**src/rtl/stopwatch_display.sv**
```systemverilog
// stopwatch_display
// Multiplexed 4-digit common-anode seven-segment driver for an MM:SS stopwatch.
// Takes the binary sec/min values from the stopwatch counter and splits each
// into decimal digits. Digits are time-multiplexed one per slot. Each slot
// begins with a short blanked dead time so that anode switching never ghosts
// the previous digit's segments.
// The inputs are snapshotted once per frame, at slot 0 / count 0, so a single
// frame never mixes two different time values.
//
// Optional feature macro:
//   LEADING_ZERO_BLANK_EN - when defined, a zero minutes-tens digit is blanked
//                           (segments off) while its anode timing is kept.
//
// All outputs (seg, an, dp) are active-low and registered. They lag the
// internal slot counter / digit index by one clock.

module stopwatch_display #(
    parameter int REFRESH_DIV = 50000,   // clocks per digit slot, >= 2
    parameter int DEAD_CYCLES = 16       // blanked clocks at slot start, < REFRESH_DIV
) (
    input  logic       clk,
    input  logic       rst_n,
    input  logic [5:0] sec,
    input  logic [5:0] min,
    output logic [6:0] seg,
    output logic [3:0] an,
    output logic       dp
);

    // Slot phase: dead time first, then the digit is driven.
    typedef enum logic {
        BLANK = 1'b0,
        SHOW  = 1'b1
    } slot_state_t;

    localparam int                CNT_W       = (REFRESH_DIV > 1) ? $clog2(REFRESH_DIV) : 1;
    localparam logic [CNT_W-1:0]  CNT_MAX     = CNT_W'(REFRESH_DIV - 1);
    localparam logic [CNT_W-1:0]  DEAD_VAL    = CNT_W'(DEAD_CYCLES);
    localparam slot_state_t       RESET_STATE = (DEAD_CYCLES > 0) ? BLANK : SHOW;
    localparam logic [6:0]        SEG_OFF     = 7'h7F;

    // Active-low {g,f,e,d,c,b,a} pattern for one decimal digit.
    // Non-decimal codes cannot occur but map to all-off for safety.
    function automatic logic [6:0] seg_encode(input logic [3:0] digit);
        logic [6:0] pattern;
        case (digit)
            4'd0:    pattern = 7'h40;
            4'd1:    pattern = 7'h79;
            4'd2:    pattern = 7'h24;
            4'd3:    pattern = 7'h30;
            4'd4:    pattern = 7'h19;
            4'd5:    pattern = 7'h12;
            4'd6:    pattern = 7'h02;
            4'd7:    pattern = 7'h78;
            4'd8:    pattern = 7'h00;
            4'd9:    pattern = 7'h10;
            default: pattern = SEG_OFF;
        endcase
        return pattern;
    endfunction

    // Units digit of a 0..63 value.
    function automatic logic [3:0] ones_of(input logic [5:0] value);
        return 4'(value % 6'd10);
    endfunction

    // Tens digit of a 0..63 value (60..63 give 6, nothing special).
    function automatic logic [3:0] tens_of(input logic [5:0] value);
        return 4'(value / 6'd10);
    endfunction

    logic [CNT_W-1:0] cnt;
    logic [1:0]       d;
    slot_state_t      state;
    logic [5:0]       snap_sec;
    logic [5:0]       snap_min;

    logic [CNT_W-1:0] cnt_next;
    logic [1:0]       d_next;
    slot_state_t      state_next;
    logic             cnt_wrap;
    logic             frame_start;
    logic [5:0]       view_sec;
    logic [5:0]       view_min;
    logic [3:0]       digit;
    logic [6:0]       digit_seg;
    logic             colon_on;
    logic [3:0]       anode_sel;

    // Next slot position, and the digit/segment/anode values for the current slot.
    // On the frame-start clock the snapshot is being loaded in this same edge,
    // so the incoming inputs are used directly. That keeps the displayed
    // value consistent with the snapshot even when the dead time is zero.
    always_comb begin
        cnt_wrap    = (cnt == CNT_MAX);
        cnt_next    = cnt_wrap ? '0 : cnt + 1'b1;
        d_next      = cnt_wrap ? d + 2'd1 : d;
        state_next  = (cnt_next < DEAD_VAL) ? BLANK : SHOW;

        frame_start = (cnt == '0) && (d == 2'd0);
        view_sec    = frame_start ? sec : snap_sec;
        view_min    = frame_start ? min : snap_min;

        case (d)
            2'd0:    digit = ones_of(view_sec);
            2'd1:    digit = tens_of(view_sec);
            2'd2:    digit = ones_of(view_min);
            default: digit = tens_of(view_min);
        endcase

        digit_seg = seg_encode(digit);
`ifdef LEADING_ZERO_BLANK_EN
        if ((d == 2'd3) && (digit == 4'd0)) begin
            digit_seg = SEG_OFF;
        end
`endif

        colon_on  = (d == 2'd2) && !view_sec[0];
        anode_sel = ~(4'b0001 << d);
    end

    // Slot FSM with counter, digit index, frame snapshot and registered outputs.
    always_ff @(posedge clk or negedge rst_n) begin
        if (!rst_n) begin
            cnt      <= '0;
            d        <= 2'd0;
            state    <= RESET_STATE;
            snap_sec <= 6'd0;
            snap_min <= 6'd0;
            seg      <= SEG_OFF;
            an       <= 4'hF;
            dp       <= 1'b1;
        end else begin
            cnt   <= cnt_next;
            d     <= d_next;
            state <= state_next;

            if (frame_start) begin
                snap_sec <= sec;
                snap_min <= min;
            end

            case (state)
                SHOW: begin
                    seg <= digit_seg;
                    an  <= anode_sel;
                    dp  <= !colon_on;
                end
                default: begin
                    seg <= SEG_OFF;
                    an  <= 4'hF;
                    dp  <= 1'b1;
                end
            endcase
        end
    end

endmodule

```
**config.mk**
```make
export PLATFORM = sky130hd
export DESIGN_NAME = stopwatch_display
export DESIGN_NICKNAME = d
export VERILOG_FILES = /design/src/rtl/stopwatch_display.sv
export SDC_FILE = /design/constraint.sdc
export NUM_CORES = 1
export LEC_CHECK = 0
export CORE_ASPECT_RATIO = 2
export CORE_UTILIZATION = 50
export CTS_CLUSTER_SIZE = 10
export DETAILED_ROUTE_END_ITERATION = 12
export GPL_TIMING_DRIVEN = 0
export HOLD_SLACK_MARGIN = 0.12
export PLACE_DENSITY = 0.74
export SETUP_SLACK_MARGIN = 0.5
export SYNTH_ARGS = -nofsm -noshare
export SYNTH_HDL_FRONTEND = slang
export SYNTH_SLANG_ARGS = --single-unit
```
**constraint.sdc**
```tcl
create_clock -name clk -period 4.55 [get_ports clk]
set_input_delay 0.455 -clock clk [delete_from_list [all_inputs] [get_ports clk]]
set_output_delay 0.455 -clock clk [all_outputs]
set_load 0.01 [all_outputs]
```
### Word-level counts from Yosys, hierarchy flattened

Memory sizes are Yosys's and may differ from the RTL's.
Cells that the tools add are included.

| word-level totals | value |
|---|---|
| memories kept | 1 |
| flip-flop bits (word level) | 43 |
| word-level logic and storage cells | 35 |
| bits in read-only memories | 112 |

| cells by class | value |
|---|---|
| divide/modulo/power cells | 4 |
| shifts and indexed selects | 1 |
| $add $sub $neg | 2 |
| order comparisons | 1 |
| multiplexer cells | 8 |
| eq/ne operators | 3 |
| bitwise logic cells | 1 |
| reductions and logical operators | 6 |

Memories:

| memory | words | width | rd ports | clocked after Yosys merged registers in | write ports | line | RTL |
|---|---|---|---|---|---|---|---|
| (no name shown) | 16 | 7 | 1 | 0 | 0 | 46 | `case (digit)` |

Operators by type and width:

| kind | number |
|---|---|
| 16-bit by 1-bit adder with 16-bit output, second input constant | 1 |
| 16-bit equality test, second input constant | 1 |
| 16-bit logical NOT | 1 |
| 16-bit by 5-bit < comparator with 1-bit output, second input constant | 1 |
| 16-bit 2-to-1 mux | 1 |
| 6-bit by 4-bit divider with 6-bit output, second input constant | 2 |
| 6-bit by 4-bit modulo with 6-bit output, second input constant | 2 |
| 6-bit 2-to-1 mux | 2 |
| 4-bit one-hot mux with 3 select lines | 1 |
| 7-bit 2-to-1 mux | 1 |
| 4-bit 2-to-1 mux | 1 |
| 4-bit NOT | 1 |
| 1-bit by 2-bit left shift with 4-bit output, first input constant | 1 |
| 2-bit by 1-bit adder with 2-bit output, second input constant | 1 |
| 2-bit by 1-bit equality test with 1-bit output, second input constant | 1 |
| 2-bit equality test, second input constant | 1 |
| 1-bit logical AND | 2 |
| 1-bit logical NOT | 2 |
| 2-bit logical NOT | 1 |
| 1-bit 2-to-1 mux | 2 |

### Depth between registers and ports, before layout

| logic depth | value |
|---|---|
| word-level depth | 7 |
| gate-level depth with buffers | 20 |

### Worst setup path after synthesis

OpenSTA, ideal clock, no wires.

| timing | value |
|---|---|
| kind | register to register |
| start point | register cnt[2] |
| end point | register seg[6] |
| buffers on the path | 2 |
| stages on the path, launching flop included | 18 |
| library setup time | 0.066 ns |
| required time | 4.484 ns |
| setup slack | 0.060 ns |
| data arrival time | 4.424 ns |
| cells stage by stage | dfrtp_1 > or3_4 > or3_1 > buf_6 > buf_8 > mux4_2 > a21oi_1 > ha_1 > inv_1 > a2111oi_4 > nor3_1 > or2_2 > ha_1 > inv_1 > a31oi_1 > o211ai_4 > a211o_1 > nand4_1 |

| between the ends | value |
|---|---|
| cells in the longest elaborated chain, start to end | 7 |
| elaborated cells on any way between the ends | 11 |

RTL lines:

| element | line | RTL |
|---|---|---|
| start: declaration | 72 | `logic [CNT_W-1:0] cnt;` |
| start signal: assignment | 134 | `cnt <= cnt_next;` |
| 16-bit logical NOT * | 100 | `frame_start = (cnt == '0) && (d == 2'd0);` |
| 1-bit logical AND * | 100 |  |
| 6-bit 2-to-1 mux | n/a |  |
| 6-bit by 4-bit divider with 6-bit output / 6-bit by 4-bit modulo with 6-bit output (equally long branches) | 69, 64 |  |
| 4-bit one-hot mux with 3 select lines * | 104 | `case (d)` |
| memory 16 x 7 bit * | n/a |  |
| 7-bit 2-to-1 mux * | 143 | `case (state)` |
| end signal: assignment | 145 | `seg <= digit_seg;` |
| end: declaration | 25 | `output logic [6:0] seg,` |

Every way passes the cells marked *; elsewhere a longest branch is shown, timed or not.
A chain may end at the register's enable or synchronous reset.

### Worst setup path after layout

| timing | value |
|---|---|
| start point | register cnt[14] |
| end point | register seg[3] |

Same word-level chain as after synthesis.

==> metrics.csv <==
metric,value,unit
global_route_usage_over_all_layers,24.8,%
syn-instance-count,290,
synth.distinct_cells,58,
yosys_warn_count,0,
max_slew_margin,51.8,%
vias_per_cell,5.90,
async_reset_ff_share,100,%
totalNegativeSetupSlack,0,ps
worst-r2r-cell-count,17,
worst_path_buf_inv,3,
grt_setup_unrepaired,yes,
n_antenna_cell,0,
hold_ws,242,ps
path_depth,17,
die_area,6220,µm²
utilization,70.5,%
dpl-instance-area,3410,µm²
finalHoldViolations,0,
design.portCount,26,
start_util,51.6,%
place.port_buffers,25,
post_synth_edffs,0,
synth_top_cells_by_area,"dfrtp_1, dfstp_2, ha_1",
tritoncts,yes,
grt_pass1_vias,2650,
worst_setup_path_endpoint,seg[3],
timing.hold.worst.class,in -> async,
worst_r2r_endpoint,seg[3],
skew_pair_late_insertion_delay,290,ps
min_period,4380,ps
total_placed_cells_including_tap_cells,377,
dp_slack,-28.3,ps
final_cell_count_no_fill,429,
wl_per_cell,17.1,µm
timing.final.crit_share,96.2,%
synth_area_per_cell,10.2,µm²
hpwlAfterDp,5070,µm
die_w,56.3,µm
cpPeakStageDelay,420,ps
crit_path_most_repeated_cell,ha_4,
cts-root-to-sink-buffers,2,
ir_worst_vdd,0.296,mV
cts_hold_buf,0,
globalRouteOverflowTotal,0,
cp_slowest_cell,mux4_2,
worst_clock_skew,4.11,ps
timing_max_transition_violations_final,0,
initialDrtViolationCount,89,
post-layout-total-power,1.11,mW
share_of_the_synthesized_area_in_the_top_cell_type,26.3,%
drt-total-wl,7350,µm
post_route_cells_drive_above_1_share,37.8,%
cts_max_level,2,
die_height,111,µm
ff2ff_setup_slack,170,ps
timing.critical_path.from,cnt[14],
final_worst_path_setup_slack,174,ps
drc_errors,0,
area.growth.synth_to_final,36.6,%
global_route_wire_length_before_repair,12000,µm
maximum_frequency_from_static_timing_analysis,229,MHz
worstMarginPinSlew,721,ps
timing.critical_path.to_type,register,
setup_viol,0,
dominant_delay_contributor_by_cell_family_on_the_critical_path,simple AND/OR/NAND/NOR gates,
floorplan.rows,39,
timing.critical_path.arrival,4560,ps
synth_sequential_area_ratio,37.0,%
clk_transition_reported_paths,60,ps
final_net_count,399,
cts_num_sinks,43,
syn-num-nets,322,
outcome,"finished, final reports clean",
drt.antenna.violating_nets,0,
finish.instance_area,4030,µm²
core_area,5710,µm²
drt_first_pass_iters,4,
path_cells,nor4_2 -> nand3_1 -> or3_4 -> buf_6 -> buf_12 -> mux4_2 -> ha_4 -> inv_2 -> a211o_1 -> and3_2 -> a21oi_2 -> or2_4 -> ha_4 -> a311o_1 -> o211ai_4 -> mux2i_1 -> o211ai_1,
ys_ff_latch,43,
max_cap_violations,0,
largest_net_degree_at_the_start_of_global_routing,37,
num_vias,2529,
timing.critical_path.required,4740,ps
clock-root-buffer,clkbuf_16,
synth_flop_cell,dfrtp_1,
final_weighted_congestion_of_routability_driven_global_placement,0.810,
synth.largest_area_cell,dfrtp_1,
timing.critical_path.from_type,register,
combined_area_of_all_synthesized_cells,2950,µm²
worst-setup-path-type,reg -> reg,
numCtsBuffers,5,
antenna_found_initial,0,
critical_path_peak_fanout,8,
cellLeakagePower,1.77,nW
power_density,276,nW/µm²
critical_path.reg2reg.startpoint,cnt[14],
[repair_timing]
action | CTS | global route
setup buffers | 35 | 9
cloned | 0 | 0
pin swaps | 20 | 11
endpoints found under the setup margin | 7 | 7
endpoints found under the hold margin | 0 | 0
resized for setup | 20 | 16
[cell type report]
class / count / area, µm²
Buffer: 8 / 55.1
Clock buffer: 6 / 129
Clock inverter: 2 / 11.3
Fill cell: 420 / 1680
Inverter: 30 / 118
Multi-Input combinational cell: 209 / 1940
Sequential cell: 43 / 1090
Tap cell: 61 / 76.3
Timing Repair Buffer: 70 / 603
[worst min path at each step]
stage                     cells past startpoint       to  slack (ps)     from
after CTS                                     1   seg[6]         260    rst_n
after detailed placement                      1  cnt[10]         490  cnt[10]
after floorplan                               0   cnt[0]         160    rst_n
final                                         1   seg[6]         240    rst_n
after global routing                          1   seg[4]         260    rst_n
after global placement                        1   cnt[0]         480   cnt[0]
[flip-flops by register name, indices dropped and copies added, names as in the netlist]
signal,cells
seg,7
snap_min,6
snap_sec,6
dp,1
state,1
d,2
cnt,16
an,4
[cell usage in the layout (no fill, tap or decap), types with 8 or more instances in the layout]
master,instances
ha_1,11
dfstp_2,12
buf_4,42
dfrtp_1,31
o21ai_0,11
nand3_1,12
nor2_1,17
clkdlybuf4s50_1,24
inv_1,21
mux4_2,8
nand2_1,19
[layer usage]
metal | share of wire [%] | wire, µm | global-route usage, %
met5 | 0 | 0 | 0
met4 | 4.3 | 314 | 15.1
met3 | 2.6 | 192 | 4.10
met2 | 59 | 4350 | 47.1
met1 | 34 | 2500 | 23.6
[synth_stat cells (4+ instances only)]
| master | n |
|---|---|
| dfrtp_1 | 31 |
| inv_1 | 29 |
| nand2_1 | 21 |
| ha_1 | 18 |
| nor2_1 | 18 |
| dfstp_2 | 12 |
| nand3_1 | 12 |
| mux2i_1 | 11 |
| o21ai_0 | 11 |
| a21oi_1 | 8 |
| mux4_2 | 8 |
| nor3_1 | 7 |
| o211ai_1 | 7 |
| or3_1 | 7 |
| xor2_1 | 7 |
| and3_1 | 6 |
| clkbuf_1 | 6 |
| mux2_2 | 6 |
| xnor2_1 | 6 |
| nand2b_1 | 4 |
| nor4_1 | 4 |
[kinds of logic after synthesis]
family                     after synthesis  synth area share [%]
DFF                                     43                  37.0
and+or+nand+nor                         98                  17.5
buffers and inverters                   38                  5.48
xor gates and xnor gates                13                  3.86
AOI/OAI and AO/OA                       54                  15.6
muxes                                   26                  12.9
adders and majority gates               18                  7.64
[power by group]
part | internal [mW] | switching, mW | total [mW]
combinational | 0.174 | 0.160 | 0.334
clock | 0.203 | 0.142 | 0.344
sequential | 0.425 | 0.00895 | 0.434
total | 0.802 | 0.310 | 1.11
No activity file was read; power rests on OpenSTA's default activity.
